### src/rtl/uart_pkg.sv
// rtl/uart_pkg.sv - shared UART FSM state type and oversampling constants
package uart_pkg;
    typedef enum logic [2:0] {
        IDLE   = 3'd0,
        START  = 3'd1,
        DATA   = 3'd2,
        PARITY = 3'd3,
        STOP   = 3'd4
    } uart_state_t;

    localparam int OVERSAMPLE = 16;
    localparam int MID_SAMPLE = 8;

    // Clocks per oversample tick, rounded to nearest.
    function automatic int baud_div(input int clk_hz, input int baud);
        return (clk_hz + (baud * OVERSAMPLE) / 2) / (baud * OVERSAMPLE);
    endfunction
endpackage

### src/rtl/uart_baud_gen.sv
// rtl/uart_baud_gen.sv - free-running 16x oversample tick generator
module uart_baud_gen #(
    parameter int DIV = 27
) (
    input  logic clk,
    input  logic rst_n,
    output logic tick
);
    localparam int CW = (DIV > 1) ? $clog2(DIV) : 1;

    logic [CW-1:0] cnt;

    always_ff @(posedge clk or negedge rst_n) begin
        if (!rst_n) begin
            cnt  <= '0;
            tick <= 1'b0;
        end else if (cnt == CW'(DIV - 1)) begin
            cnt  <= '0;
            tick <= 1'b1;
        end else begin
            cnt  <= cnt + CW'(1);
            tick <= 1'b0;
        end
    end
endmodule

### src/rtl/uart_param.sv
// rtl/uart_param.sv - parameterised UART TX/RX; parity bit present when UART_PARITY_EN is defined
module uart_param
    import uart_pkg::*;
#(
    parameter int CLK_HZ     = 50000000,
    parameter int BAUD       = 115200,
    parameter int DATA_BITS  = 8,
    parameter int STOP_BITS  = 1,
    parameter int PARITY_ODD = 0
) (
    input  logic                 clk_50m,
    input  logic                 rst_n,
    input  logic [DATA_BITS-1:0] din,
    input  logic                 wr_en,
    output logic                 tx,
    output logic                 tx_busy,
    input  logic                 rx,
    output logic                 rdy,
    input  logic                 rdy_clr,
    output logic [DATA_BITS-1:0] dout,
    output logic                 frame_err,
    output logic                 parity_err,
    output logic                 overrun
);
`ifdef UART_PARITY_EN
    localparam bit PARITY_EN = 1'b1;
`else
    localparam bit PARITY_EN = 1'b0;
`endif
    localparam logic PAR_ODD = (PARITY_ODD != 0);

    logic tick;

    uart_baud_gen #(.DIV(baud_div(CLK_HZ, BAUD))) u_baud_gen (
        .clk   (clk_50m),
        .rst_n (rst_n),
        .tick  (tick)
    );

    uart_state_t          tx_state, tx_state_nx;
    logic [DATA_BITS-1:0] tx_shreg;
    logic                 tx_par;
    logic [3:0]           tx_tick_cnt, tx_bit_cnt;
    logic                 tx_bit_end;

    assign tx_bit_end = tick && (tx_tick_cnt == 4'(OVERSAMPLE - 1));
    assign tx_busy    = (tx_state != IDLE);

    always_comb begin
        tx_state_nx = tx_state;
        case (tx_state)
            IDLE:   if (wr_en) tx_state_nx = START;
            START:  if (tx_bit_end) tx_state_nx = DATA;
            DATA: begin
                if (tx_bit_end && tx_bit_cnt == 4'(DATA_BITS - 1)) begin
                    if (PARITY_EN) tx_state_nx = PARITY;
                    else           tx_state_nx = STOP;
                end
            end
            PARITY: if (tx_bit_end) tx_state_nx = STOP;
            STOP:   if (tx_bit_end && tx_bit_cnt == 4'(STOP_BITS - 1)) tx_state_nx = IDLE;
            default: tx_state_nx = IDLE;
        endcase
    end

    always_ff @(posedge clk_50m or negedge rst_n) begin
        if (!rst_n) begin
            tx_state    <= IDLE;
            tx_shreg    <= '0;
            tx_par      <= 1'b0;
            tx_tick_cnt <= '0;
            tx_bit_cnt  <= '0;
            tx          <= 1'b1;
        end else begin
            tx_state <= tx_state_nx;
            if (tx_state == IDLE) begin
                tx_tick_cnt <= '0;
                tx_bit_cnt  <= '0;
                if (wr_en) begin
                    tx_shreg <= din;
                    tx_par   <= (^din) ^ PAR_ODD;
                end
            end else begin
                if (tick) tx_tick_cnt <= tx_tick_cnt + 4'd1;
                if (tx_state_nx != tx_state) tx_bit_cnt <= '0;
                else if (tx_bit_end)         tx_bit_cnt <= tx_bit_cnt + 4'd1;
                if (tx_state == DATA && tx_bit_end) tx_shreg <= tx_shreg >> 1;
            end
            // Line is registered so it cannot glitch between state decodes.
            case (tx_state)
                START:   tx <= 1'b0;
                DATA:    tx <= tx_shreg[0];
                PARITY:  tx <= tx_par;
                default: tx <= 1'b1;
            endcase
        end
    end

    uart_state_t          rx_state, rx_state_nx;
    logic                 rx_s1, rx_s2, rx_prev, rx_armed;
    logic [3:0]           rx_tick_cnt, rx_bit_cnt;
    logic [DATA_BITS-1:0] rx_shreg;
    logic                 rx_par_bad, par_err_q;
    logic                 rx_fall, rx_mid, rx_done;

    assign rx_fall = rx_armed && rx_prev && !rx_s2;
    // START resamples half a bit after the edge; later bits are one full bit apart.
    assign rx_mid  = tick && (rx_tick_cnt == ((rx_state == START) ? 4'(MID_SAMPLE - 1)
                                                                   : 4'(OVERSAMPLE - 1)));
    assign rx_done = (rx_state == STOP) && rx_mid;
    assign parity_err = par_err_q;

    always_comb begin
        rx_state_nx = rx_state;
        case (rx_state)
            IDLE: if (rx_fall) rx_state_nx = START;
            START: begin
                if (rx_mid) begin
                    if (rx_s2) rx_state_nx = IDLE;
                    else       rx_state_nx = DATA;
                end
            end
            DATA: begin
                if (rx_mid && rx_bit_cnt == 4'(DATA_BITS - 1)) begin
                    if (PARITY_EN) rx_state_nx = PARITY;
                    else           rx_state_nx = STOP;
                end
            end
            PARITY: if (rx_mid) rx_state_nx = STOP;
            STOP:   if (rx_mid) rx_state_nx = IDLE;
            default: rx_state_nx = IDLE;
        endcase
    end

    always_ff @(posedge clk_50m or negedge rst_n) begin
        if (!rst_n) begin
            rx_s1       <= 1'b1;
            rx_s2       <= 1'b1;
            rx_prev     <= 1'b1;
            rx_armed    <= 1'b0;
            rx_state    <= IDLE;
            rx_tick_cnt <= '0;
            rx_bit_cnt  <= '0;
            rx_shreg    <= '0;
            rx_par_bad  <= 1'b0;
            rdy         <= 1'b0;
            dout        <= '0;
            frame_err   <= 1'b0;
            par_err_q   <= 1'b0;
            overrun     <= 1'b0;
        end else begin
            rx_s1    <= rx;
            rx_s2    <= rx_s1;
            rx_prev  <= rx_s2;
            rx_state <= rx_state_nx;
            if (rx_state_nx != rx_state) begin
                rx_tick_cnt <= '0;
                rx_bit_cnt  <= '0;
            end else begin
                if (rx_state == IDLE && !rx_s2) rx_tick_cnt <= '0;
                else if (tick)                  rx_tick_cnt <= rx_tick_cnt + 4'd1;
                if (rx_mid) rx_bit_cnt <= rx_bit_cnt + 4'd1;
            end
            // Arm only after a full bit period of idle-high line following reset.
            if (rx_state == IDLE && !rx_armed && tick && rx_s2 &&
                rx_tick_cnt == 4'(OVERSAMPLE - 1))
                rx_armed <= 1'b1;
            if (rx_state == IDLE && rx_fall) rx_par_bad <= 1'b0;
            if (rx_state == DATA && rx_mid) rx_shreg <= {rx_s2, rx_shreg[DATA_BITS-1:1]};
            if (rx_state == PARITY && rx_mid)
                rx_par_bad <= rx_s2 ^ (^rx_shreg) ^ PAR_ODD;
            if (rx_done) begin
                dout      <= rx_shreg;
                rdy       <= 1'b1;
                frame_err <= !rx_s2 || (frame_err && !rdy_clr);
                par_err_q <= (PARITY_EN && rx_par_bad) || (par_err_q && !rdy_clr);
                overrun   <= rdy || (overrun && !rdy_clr);
            end else if (rdy_clr) begin
                rdy       <= 1'b0;
                frame_err <= 1'b0;
                par_err_q <= 1'b0;
                overrun   <= 1'b0;
            end
        end
    end
endmodule
### config.mk
export PLATFORM = sky130hd
export DESIGN_NAME = uart_param
export DESIGN_NICKNAME = d
export VERILOG_FILES = /design/src/rtl/uart_pkg.sv /design/src/rtl/uart_baud_gen.sv /design/src/rtl/uart_param.sv
export SDC_FILE = /design/constraint.sdc
export NUM_CORES = 1
export LEC_CHECK = 0
export ABC_AREA = 1
export BUFFER_PORTS_ARGS = -buffer_cell sky130_fd_sc_hd__buf_4
export CORE_MARGIN = 3
export CORE_UTILIZATION = 59
export CTS_CLUSTER_DIAMETER = 40
export CTS_CLUSTER_SIZE = 8
export DETAILED_ROUTE_END_ITERATION = 8
export PLACE_DENSITY = 0.79
export SLEW_MARGIN = 5
export SYNTH_ARGS = -nofsm -noshare
export SYNTH_HDL_FRONTEND = slang
export SYNTH_HIERARCHICAL = 1
export SYNTH_SLANG_ARGS = --single-unit
### constraint.sdc
create_clock -name clk_50m -period 2.32 [get_ports clk_50m]
set_clock_uncertainty 0.05 [all_clocks]
set_input_delay 0.232 -clock clk_50m [delete_from_list [all_inputs] [get_ports clk_50m]]
set_output_delay 0.232 -clock clk_50m [all_outputs]
set_load 0.005 [all_outputs]
==> flow_summary.toml, run 1 <==
[sta]
finalSetupTns_ps = 0
drv_slew = 0
min_period_ps = 2016
post-route-period-util = 0.8691
timing.fmax_mhz = 495.9
slew_headroom = 0.5081
finalSetupViolations = 0
worst_slack_ps = 303.6
worst_slew_pin_slew_ps = 737.9
rsz0062_at_grt = "false"
hold_viol_final = 0

[power_and_ir_drop]
total_leakage_power_uw = 0.001678
vdd_ir_drop_max_mv = 0.4113
power_density_nw_per_um2 = 602.4

[critical_path]
cp_max_fo = 13
worst-endpoint-required_ps = 2040
path_buf_inv = 3
critical_path_class = "register to primary output"
endpoint_kind = "primary output"
slowest_stage = "dfrtp_1"
crit_top_cell = "inv_1"
cpPeakStageDelay_ps = 420
path_cells = "nor2_1, inv_1, nor2_2, inv_1, buf_4"
critical_path_arrival_ps = 1730
cpLargestDelayFamily = "buffers and inverters"
critPathLaunchType = "register"

[floorplan]
fp.dieW_um = 76.87
ios = 27
core-area_um2 = 4786
dieArea_um2 = 5908
die_y_um = 76.87
rows = 25
start_util = 0.6191

[global_route]
antenna_found_initial = 0
grt_usage = 0.1832
grt_pass1_wl_um = 8638
grt_pass1_vias = 2037
grt_overflow_total = 0
grt_max_degree = 63

[finish]
fin_area_um2 = 3422
diodes = 0
fin_nets = 373
post-route-util = 0.7150
layout-drive-gt1-share = 0.2011
area_growth_pct = 15.50

[synth]
synthMostInstantiatedCell = "nand2_1"
ys_top_cells_by_area = "dfrtp_1 (49%), nand2_1 (7.9%), inv_1 (4.4%), nor2_1 (4.3%), dfstp_2 (3.5%)"
synth_cell_types = 38
yosys.area.top_type = "dfrtp_1"
synth-edff-count = 0
syn_nets = 338
yosys_warnings = 6
netlist_area_um2 = 2963
syn_inst = 318
ys_ff_latch = 62
synth.top_cells.by_count = "nand2_1 (62), dfrtp_1 (58), inv_1 (35)"
synth_top_area_frac = 0.4899
synth_ff_type = "dfrtp_1"
avgSynthCellArea_um2 = 9.317
ys_seq_area_frac = 0.5253
synth_async_sr_flop_share = 1.000

[placed_design]
pre_cts_slack_ps = 435.6
post_dp_cell_area_um2 = 3209
gp_congestion = 0.8311
port_buffers = 26
post-dp-hpwl_um = 3453

[detailed_routing]
dr.pass1.iters = 4
drtAntennaViolNets = 0
drc_errors = 0
routed_wl_um = 4903
wl_per_cell_um = 11.54
vias_per_cell = 5.080
via_count = 2159
drt_iter0_markers = 75

[clock_tree]
h-tree-depth = 3
clkLatencyLatePin_ps = 330
clk_pin_slew_worst_paths_ps = 70
cts_tree = "built"
cts_sinks = 62
cts_made_buffers = 9
clockBufferDepth = 2
cts_resized = 0
root_buffer = "clkbuf_8"

[min_path]
hp-class = "primary input to register"

[status]
outcome = "finished clean"

[run]
max_cap_violations = 0
==> cell families after synthesis <==
family / synth area share
compound gates: 0.1090
xor+xnor: 0.04434
fa+ha+maj: 0.02956
buf+inv: 0.06672
flops: 0.5253
mux: 0.008445
simple gates: 0.2166
==> report_power, final <==
| part | internal (uW) | leakage [uW] | switching (uW) | total (uW) |
|---|---|---|---|---|
| registers | 1090 | 0.000790 | 2.00 | 1090 |
| clock network | 522 | 0.0000964 | 385 | 907 |
| logic | 29.5 | 0.000791 | 36.4 | 65.9 |
| total | 1640 | 0.00168 | 424 | 2060 |
==> routing by layer <==
layer	global-route usage	wire length [um]	up-vias
met2	0.2979	2294	40
met3	0.03286	184	11
li1	-	-	1100
met4	0.1178	122	0
met5	0	0	-
met1	0.2241	2303	1008
==> sequential cells by signal (all words and copies together) (netlist names), 3 cells and up <==
signal          flops
tx_bit_cnt          4
tx_state            3
rx_bit_cnt          4
rx_state            3
tx_shreg            8
u_baud_gen/cnt      5
tx_tick_cnt         4
rx_tick_cnt         4
dout                8
rx_shreg            8
==> stage by stage <==
step,hold WS [ps],cells,total power [uW]
after detailed placement,294.3,407,1174
after floorplan,-113.6,318,1130
after global placement,296.9,407,1173
after CTS,14.79,425,2096
final,27.33,425,2061
after global routing,25.24,425,2153
==> placed cells by master, fill, tap and decap left out, drive strengths merged, types with 8 or more instances in the layout <==
master | Yosys | layout
nand2 | 64 | 64
dfrtp | 58 | 58
nor2 | 39 | 39
inv | 38 | 38
buf | 6 | 29
o21ai | 29 | 29
nand3 | 19 | 19
clkbuf | 1 | 12
xnor2 | 10 | 10
a21oi | 9 | 9
a31oi | 8 | 8
nand4 | 8 | 8
==> cell type report <==
cell class              instances  area (um2)
well taps                      67       83.83
repair buffers                 31       237.7
clock inverters                 4       47.55
flip-flops and latches         62        1556
clock buffers                  12       145.1
inverters                      38       142.6
fillers                       359        1364
multi-input cells             211        1209
==> timing repair <==
action / 4_1_cts / 5_1_grt
endpoints found under the setup margin: 0 / 0
hold buffers: 2 / 0
hold endpoints to repair: 59 / 0
buffers inserted: 0 / 0
==> worst reg2reg max path: stages (launching register included) <==
cell and delay, ps:
dfrtp_1 380, ha_1 200, nand2_4 80, nor2_8 110
nand3_4 120, or2_1 420, buf_4 260, nand2_1 80
o21ai_2 50
==> worst paths after layout <==
check                                    start     endpoint  slack, ps  cells past startpoint
min in group asynchronous                rst_n      dout[4]        470                      2
worst max register to register  rx_tick_cnt[0]      dout[3]        440                      8
max in group asynchronous                rst_n  tx_shreg[6]       1260                      2
worst max-delay path               tx_state[1]      tx_busy        300                      5
worst min register to register           rx_s1        rx_s2        300                      0
worst min-delay path                   rdy_clr   parity_err         30                      2
(Power assumes the default switching activity.)
==> inputs of run 2 (changes only) <==
--- a/config.mk
+++ b/config.mk
@@ -8,13 +8,12 @@
 export ABC_AREA = 1
 export BUFFER_PORTS_ARGS = -buffer_cell sky130_fd_sc_hd__buf_4
 export CORE_MARGIN = 3
-export CORE_UTILIZATION = 59
+export CORE_UTILIZATION = 50
 export CTS_CLUSTER_DIAMETER = 40
 export CTS_CLUSTER_SIZE = 8
 export DETAILED_ROUTE_END_ITERATION = 8
-export PLACE_DENSITY = 0.79
+export PLACE_DENSITY = 0.69
 export SLEW_MARGIN = 5
 export SYNTH_ARGS = -nofsm -noshare
 export SYNTH_HDL_FRONTEND = slang
-export SYNTH_HIERARCHICAL = 1
 export SYNTH_SLANG_ARGS = --single-unit
==> run 2 against run 1 <==
- via count increased by 4.2%
- die area increased by 17%
- maximum frequency increased by 12%
- largest cell class unchanged
==> flow_summary.toml, run 2 <==
[clock_tree]
root_buffer = "clkbuf_8"
clockBufferDepth = 2
clkLatencyLatePin_ps = 340
cts_sinks = 62
cts_resized = 0
h-tree-depth = 3
cts_tree = "built"
clk_pin_slew_worst_paths_ps = 70
cts_made_buffers = 9

[global_route]
grt_pass1_wl_um = 9308
grt_max_degree = 63
grt_overflow_total = 0
grt_pass1_vias = 2098
antenna_found_initial = 0
grt_usage = 0.1630

[detailed_routing]
drtAntennaViolNets = 0
via_count = 2250
drt_iter0_markers = 140
routed_wl_um = 5118
vias_per_cell = 5.056
wl_per_cell_um = 11.50
drc_errors = 0
dr.pass1.iters = 4

[synth]
ys_ff_latch = 62
syn_nets = 353
synth.top_cells.by_count = "nand2_1 (73), dfrtp_1 (58), inv_1 (40)"
ys_seq_area_frac = 0.5251
yosys.area.top_type = "dfrtp_1"
synth_cell_types = 30
avgSynthCellArea_um2 = 8.901
synthMostInstantiatedCell = "nand2_1"
ys_top_cells_by_area = "dfrtp_1 (49%), nand2_1 (9.2%), inv_1 (5.1%), nand3_1 (4.7%), nor2_1 (4.4%)"
yosys_warnings = 0
syn_inst = 333
netlist_area_um2 = 2964
synth_ff_type = "dfrtp_1"
synth-edff-count = 0
synth_async_sr_flop_share = 1.000
synth_top_area_frac = 0.4897

[floorplan]
start_util = 0.5286
fp.dieW_um = 83.00
rows = 27
die_y_um = 83.00
ios = 27
dieArea_um2 = 6888
core-area_um2 = 5608

[sta]
hold_viol_final = 0
worst_slew_pin_slew_ps = 736.5
rsz0062_at_grt = "false"
drv_slew = 0
finalSetupViolations = 0
post-route-period-util = 0.7733
worst_slack_ps = 525.9
slew_headroom = 0.5090
timing.fmax_mhz = 557.4
finalSetupTns_ps = 0
min_period_ps = 1794

[finish]
fillCellCount = 510
reg_top3 = "dout (8), rx_shreg (8), tx_shreg (8)"
final_common_cell = "nand2_1"
final_cell_mix = "nand2_1 (73), dfrtp_1 (58), inv_1 (40)"
layout-drive-gt1-share = 0.1743
fin_nets = 388
multi_input_area_um2 = 1197
area_growth_pct = 16.38
post-route-util = 0.6151
final-seq-area_um2 = 1556
diodes = 0
fin_cells = 445

[power_and_ir_drop]
vdd_ir_drop_max_mv = 0.3687
total_leakage_power_uw = 0.001650
switching_share = 0.2084
p_comb_frac = 0.032
intPower_uw = 1723
total_power_uw = 2177
clock_power_share = 0.466
power_density_nw_per_um2 = 631.0
seqPwrFrac = 0.502
p_switching_uw = 453.5

[critical_path]
worst-endpoint-required_ps = 2470
reg2regPathDepth = 8
cpPeakStageDelay_ps = 380
critPathLaunchType = "register"
path_cells = "ha_1, nand2_1, nor2_4, nand3_4, inv_1, nand2_1, nand2_1, o21ai_0"
cp_max_fo = 16
endpoint_kind = "register"
crit_top_cell = "nand2_1"
critical_path_class = "register to register"
critical_path_arrival_ps = 1940
slowest_stage = "dfrtp_1"

[min_path]
hp-class = "primary input to register"
holdPathStages = 2

[placed_design]
gp_congestion = 0.8741
pre_cts_slack_ps = 564.0
post-dp-hpwl_um = 3670
place_inst = 427
port_buffers = 26

[status]
outcome = "finished clean"

[run]
max_cap_violations = 0
run 2: changes by cell type in the layout (fill, tap and decap cells not counted), moves of 5 or more:
cell | before | now
inv_1 | 35 | 40
nand3_1 | 15 | 28
nand2_1 | 62 | 73
a21oi_1 | 9 | 4
run 2: power groups by stage:
stage          logic [uW]  registers (uW)  clock network (uW)
2_1_floorplan        25.7            1110                   0
3_3_place_gp         69.9            1110                   0
3_5_place_dp         70.5            1110                   0
4_1_cts              73.4            1090                1040
5_1_grt              80.2            1090                1090
6_report             69.5            1090                1010
run 2: stage by stage:
step / hold slack [ps] / instance area, um2
detailed placement: 292.8 / 3216
floorplan: -113.6 / 2964
finish: 24.45 / 3450
CTS: 17.66 / 3450
global route: 10.68 / 3450
global placement: 294.2 / 3216
run 2: critical path, delay by kind of cell, from the launching register on:
| family | cells | cell delay [ps] |
|---|---|---|
| fa+ha+maj | 1 | 150 |
| simple gates | 5 | 830 |
| buf+inv | 1 | 150 |
| compound gates | 1 | 100 |
| flops | 1 | 380 |
run 2: worst paths after layout:
check                               startpoint     endpoint  slack [ps]
worst max-delay path            rx_tick_cnt[0]  rx_shreg[1]         530
max in group asynchronous                rst_n  tx_shreg[5]        1280
worst min-delay path                   rdy_clr   parity_err          20
worst min register to register           rx_s1        rx_s2         310
worst max register to register  rx_tick_cnt[0]  rx_shreg[1]         530
min in group asynchronous                rst_n      dout[0]         460
run 2: per-layer routing:
metal,track usage,vias to the layer above,part of all wire
li1,-,1146,-
met1,0.2224,1046,0.49
met2,0.2398,45,0.44
met3,0.05357,13,0.055
met4,0.06538,0,0.018
met5,0,-,0
run 2: cell families (layout without fill, tap and decap cells):
logic type | Yosys count | count (layout) | synth area share
adder cells (fa/ha/maj) | 7 | 7 | 0.02955
multiplexers | 2 | 2 | 0.008441
flip-flops | 62 | 62 | 0.5251
AO/OA/AOI/OAI | 42 | 42 | 0.08696
buffers and inverters | 48 | 88 | 0.07091
AND/OR/NAND/NOR | 157 | 157 | 0.2347
XOR/XNOR | 15 | 15 | 0.04432
run 2: cell type report:
type / instances / area share
tap: 72 / 0.02612
inverter: 41 / 0.04461
clock inverter: 6 / 0.02503
multi-input combinational: 223 / 0.3471
sequential: 62 / 0.4512
clock buffer: 10 / 0.03700
timing repair buffer: 31 / 0.06892
run 2: repair_timing:
action | 4_1_cts | 5_1_grt
hold endpoints to repair | 59 | 0
hold buffers | 2 | 0
buffers inserted | 0 | 0
==> inputs of run 3 (changes only) <==
--- a/config.mk
+++ b/config.mk
@@ -5,14 +5,14 @@
 export SDC_FILE = /design/constraint.sdc
 export NUM_CORES = 1
 export LEC_CHECK = 0
-export ABC_AREA = 1
+export ABC_AREA = 0
 export BUFFER_PORTS_ARGS = -buffer_cell sky130_fd_sc_hd__buf_4
 export CORE_MARGIN = 3
 export CORE_UTILIZATION = 50
 export CTS_CLUSTER_DIAMETER = 40
 export CTS_CLUSTER_SIZE = 8
 export DETAILED_ROUTE_END_ITERATION = 8
-export PLACE_DENSITY = 0.69
+export PLACE_DENSITY = 0.71
 export SLEW_MARGIN = 5
 export SYNTH_ARGS = -nofsm -noshare
 export SYNTH_HDL_FRONTEND = slang
==> constraint.sdc (replaced) <==
create_clock -name clk_50m -period 1.6 [get_ports clk_50m]
set_clock_uncertainty 0.05 [all_clocks]
set_input_delay 0.16 -clock clk_50m [delete_from_list [all_inputs] [get_ports clk_50m]]
set_output_delay 0.16 -clock clk_50m [all_outputs]
set_load 0.005 [all_outputs]
==> run 3 against run 2 <==
- the flow now finishes with violations (negative setup slack)
- clock power grew 55%
- non-clock buffer count grew 53
- hold slack gained 35 ps
- first-iteration DRC count shrank 12%
- global-route usage grew 1.5 points
- synthesized cell count shrank 23%
- power grew 73%
- sequential share of layout area shrank 7.2 points
- critical path depth shrank 4
- core utilization grew 11 points
- maximum frequency grew 6.0%
- critical path type unchanged
==> flow_summary.toml, run 3 <==
[critical_path]
r2r_end = "rx_shreg[5]"
endpoint_kind = "register"
worst-endpoint-required_ps = 1760
reg2regPathDepth = 4
critical_path_class = "register to register"
critical_path_arrival_ps = 1850
reg2reg_slack_ps = -90
cp_max_fo = 8
critPathLaunchType = "register"
r2r-start = "rx_state[2]"

[sta]
rsz0062_at_grt = "true"
post-route-period-util = 1.058
hold_viol_final = 0
slew_headroom = 0.6327
min_period_ps = 1693
worst_slack_ps = -92.54
drv_slew = 0
finalSetupViolations = 30
worst_slew_pin_slew_ps = 546.8
timing.fmax_mhz = 590.8

[placed_design]
gp_congestion = 0.8334
port_buffers = 26
post-dp-hpwl_um = 4026
place_inst = 382

[finish]
fin_nets = 358
area_growth_pct = 34.84
layout-drive-gt1-share = 0.4636
diodes = 0
reg_top3 = "dout (8), rx_shreg (8), tx_shreg (8)"
final_cell_mix = "buf_4 (69), dfrtp_1 (55), nand2_1 (15), nor2_1 (15), mux2_4 (15)"
fillCellCount = 399
final_common_cell = "buf_4"
fin_cells = 415

[status]
outcome = "finished, violations left"
violations = "negative setup slack"

[synth]
yosys.area.top_type = "dfrtp_1"
synth.top_cells.by_count = "dfrtp_1 (58), nand2_1 (15), nor2_1 (15)"
synth_cell_types = 55
yosys_warnings = 0
avgSynthCellArea_um2 = 11.97
synthMostInstantiatedCell = "dfrtp_1"
syn_nets = 275
ys_ff_latch = 62
ys_top_cells_by_area = "dfrtp_1 (48%), mux2_4 (6.9%), mux2_2 (5.2%), dfstp_2 (3.4%), xnor2_1 (3.2%)"
synth_async_sr_flop_share = 1.000
ys_seq_area_frac = 0.5098
syn_inst = 255
netlist_area_um2 = 3053
synth_ff_type = "dfrtp_1"
synth-edff-count = 0
synth_top_area_frac = 0.4754

[floorplan]
core-area_um2 = 5709
rows = 27
fp.dieW_um = 84.14
start_util = 0.5347
ios = 27
die_y_um = 84.14
dieArea_um2 = 7080

[global_route]
grt_max_degree = 38
grt_pass1_vias = 2196
grt_pass1_wl_um = 10160
antenna_found_initial = 0
grt_usage = 0.1777
grt_overflow_total = 0

[detailed_routing]
drtAntennaViolNets = 0
wl_per_cell_um = 14.58
routed_wl_um = 6049
via_count = 2193
vias_per_cell = 5.284
drt_iter0_markers = 123
dr.pass1.iters = 4
drc_errors = 0

[power_and_ir_drop]
vdd_ir_drop_max_mv = 0.7686
total_leakage_power_uw = 0.001911
power_density_nw_per_um2 = 915.5
total_power_uw = 3769

[clock_tree]
h-tree-depth = 3
clkLatencyLatePin_ps = 330
clockBufferDepth = 2
cts_sinks = 62
root_buffer = "clkbuf_8"
clk_pin_slew_worst_paths_ps = 60
cts_tree = "built"
cts_made_buffers = 9

[min_path]
holdPathStages = 3
hold_end = "tx_shreg[7]"
min_from = "din[7]"
hp-class = "primary input to register"

[run]
max_cap_violations = 0
[run 3: cell count changes in the layout (fill, tap and decap cells not counted), sizes merged, moves of 5 or more]
cell and delta:
a31oi -6, nand3 -25, inv -26, o21ai -18
mux2i +6, mux2 +27, a21oi +6, nor3 +5
buf +51, nor2 -24, nand2 -60
[run 3: final cells by class]
type                    count  area, um2  share of cell area
clock buffers              13      168.9             0.04103
clock inverters             3      65.06             0.01581
inverters                  15      56.30             0.01368
multi-input cells         166       1464              0.3556
flip-flops and latches     62       1560              0.3790
well taps                  72      90.09             0.02188
repair buffers             84      711.9              0.1729
[run 3: routing by layer]
metal,vias to the layer above,track usage,part of all wire
li1,1062,-,-
met1,1097,0.2441,0.48
met2,26,0.2776,0.48
met3,8,0.04809,0.030
met4,0,0.05263,0.011
met5,-,0,0
[run 3: per-stage QoR]
| step | setup TNS [ps] | utilization | cell area (um2) | hold WS, ps | setup slack, ps |
|---|---|---|---|---|---|
| floorplan | -1988 | - | 3083 | -185.6 | -179.4 |
| global placement | -2173 | 0.6305 | 3600 | 42.39 | -158.4 |
| detailed placement | -2966 | 0.6305 | 3600 | 45.28 | -234.2 |
| CTS | -1712 | 0.7070 | 4036 | 46.35 | -110.5 |
| global route | -3779 | 0.7210 | 4116 | 77.38 | -187.6 |
| finish | -1596 | 0.7210 | 4116 | 59.64 | -92.54 |
[run 3: worst max path at each step]
stage / from / endpoint / slack [ps] / cells after the start
after CTS: rx_tick_cnt[0] / rx_tick_cnt[0] / -110 / 7
after global placement: tx_tick_cnt[0] / tx_bit_cnt[2] / -160 / 6
after global routing: rx_state[2] / rx_bit_cnt[0] / -190 / 6
after floorplan: tx_tick_cnt[0] / tx_shreg[1] / -180 / 6
final: rx_state[2] / rx_shreg[5] / -90 / 4
after detailed placement: tx_tick_cnt[1] / tx_bit_cnt[2] / -230 / 6
[run 3: timing repair]
action,4_1_cts,5_1_grt
resized for setup,25,9
pin swaps,6,9
hold buffers,4,0
gates cloned,1,0
setup buffers,7,9
hold endpoints to repair,31,0
endpoints found under the setup margin,37,39
[run 3: report_power, final]
part	internal, uW	switching [uW]	leakage [uW]	total [uW]
combinational	286	176	0.000976	462
sequential	1680	52.1	0.000815	1740
clock	1000	568	0.000120	1570
[run 3: kinds of logic after synthesis]
kind of cell / synth area share
AO/OA/AOI/OAI: 0.08033
XOR/XNOR: 0.05451
adder cells (fa/ha/maj): 0.02869
buffers and inverters: 0.04835
flip-flops: 0.5098
multiplexers: 0.1475
AND/OR/NAND/NOR: 0.1307
[run 3: worst max-delay path, stage by stage, from the launching register on]
cell and delay, ps:
dfrtp_2 460, or2_1 250, or3_1 360, buf_6 160
mux2_4 290
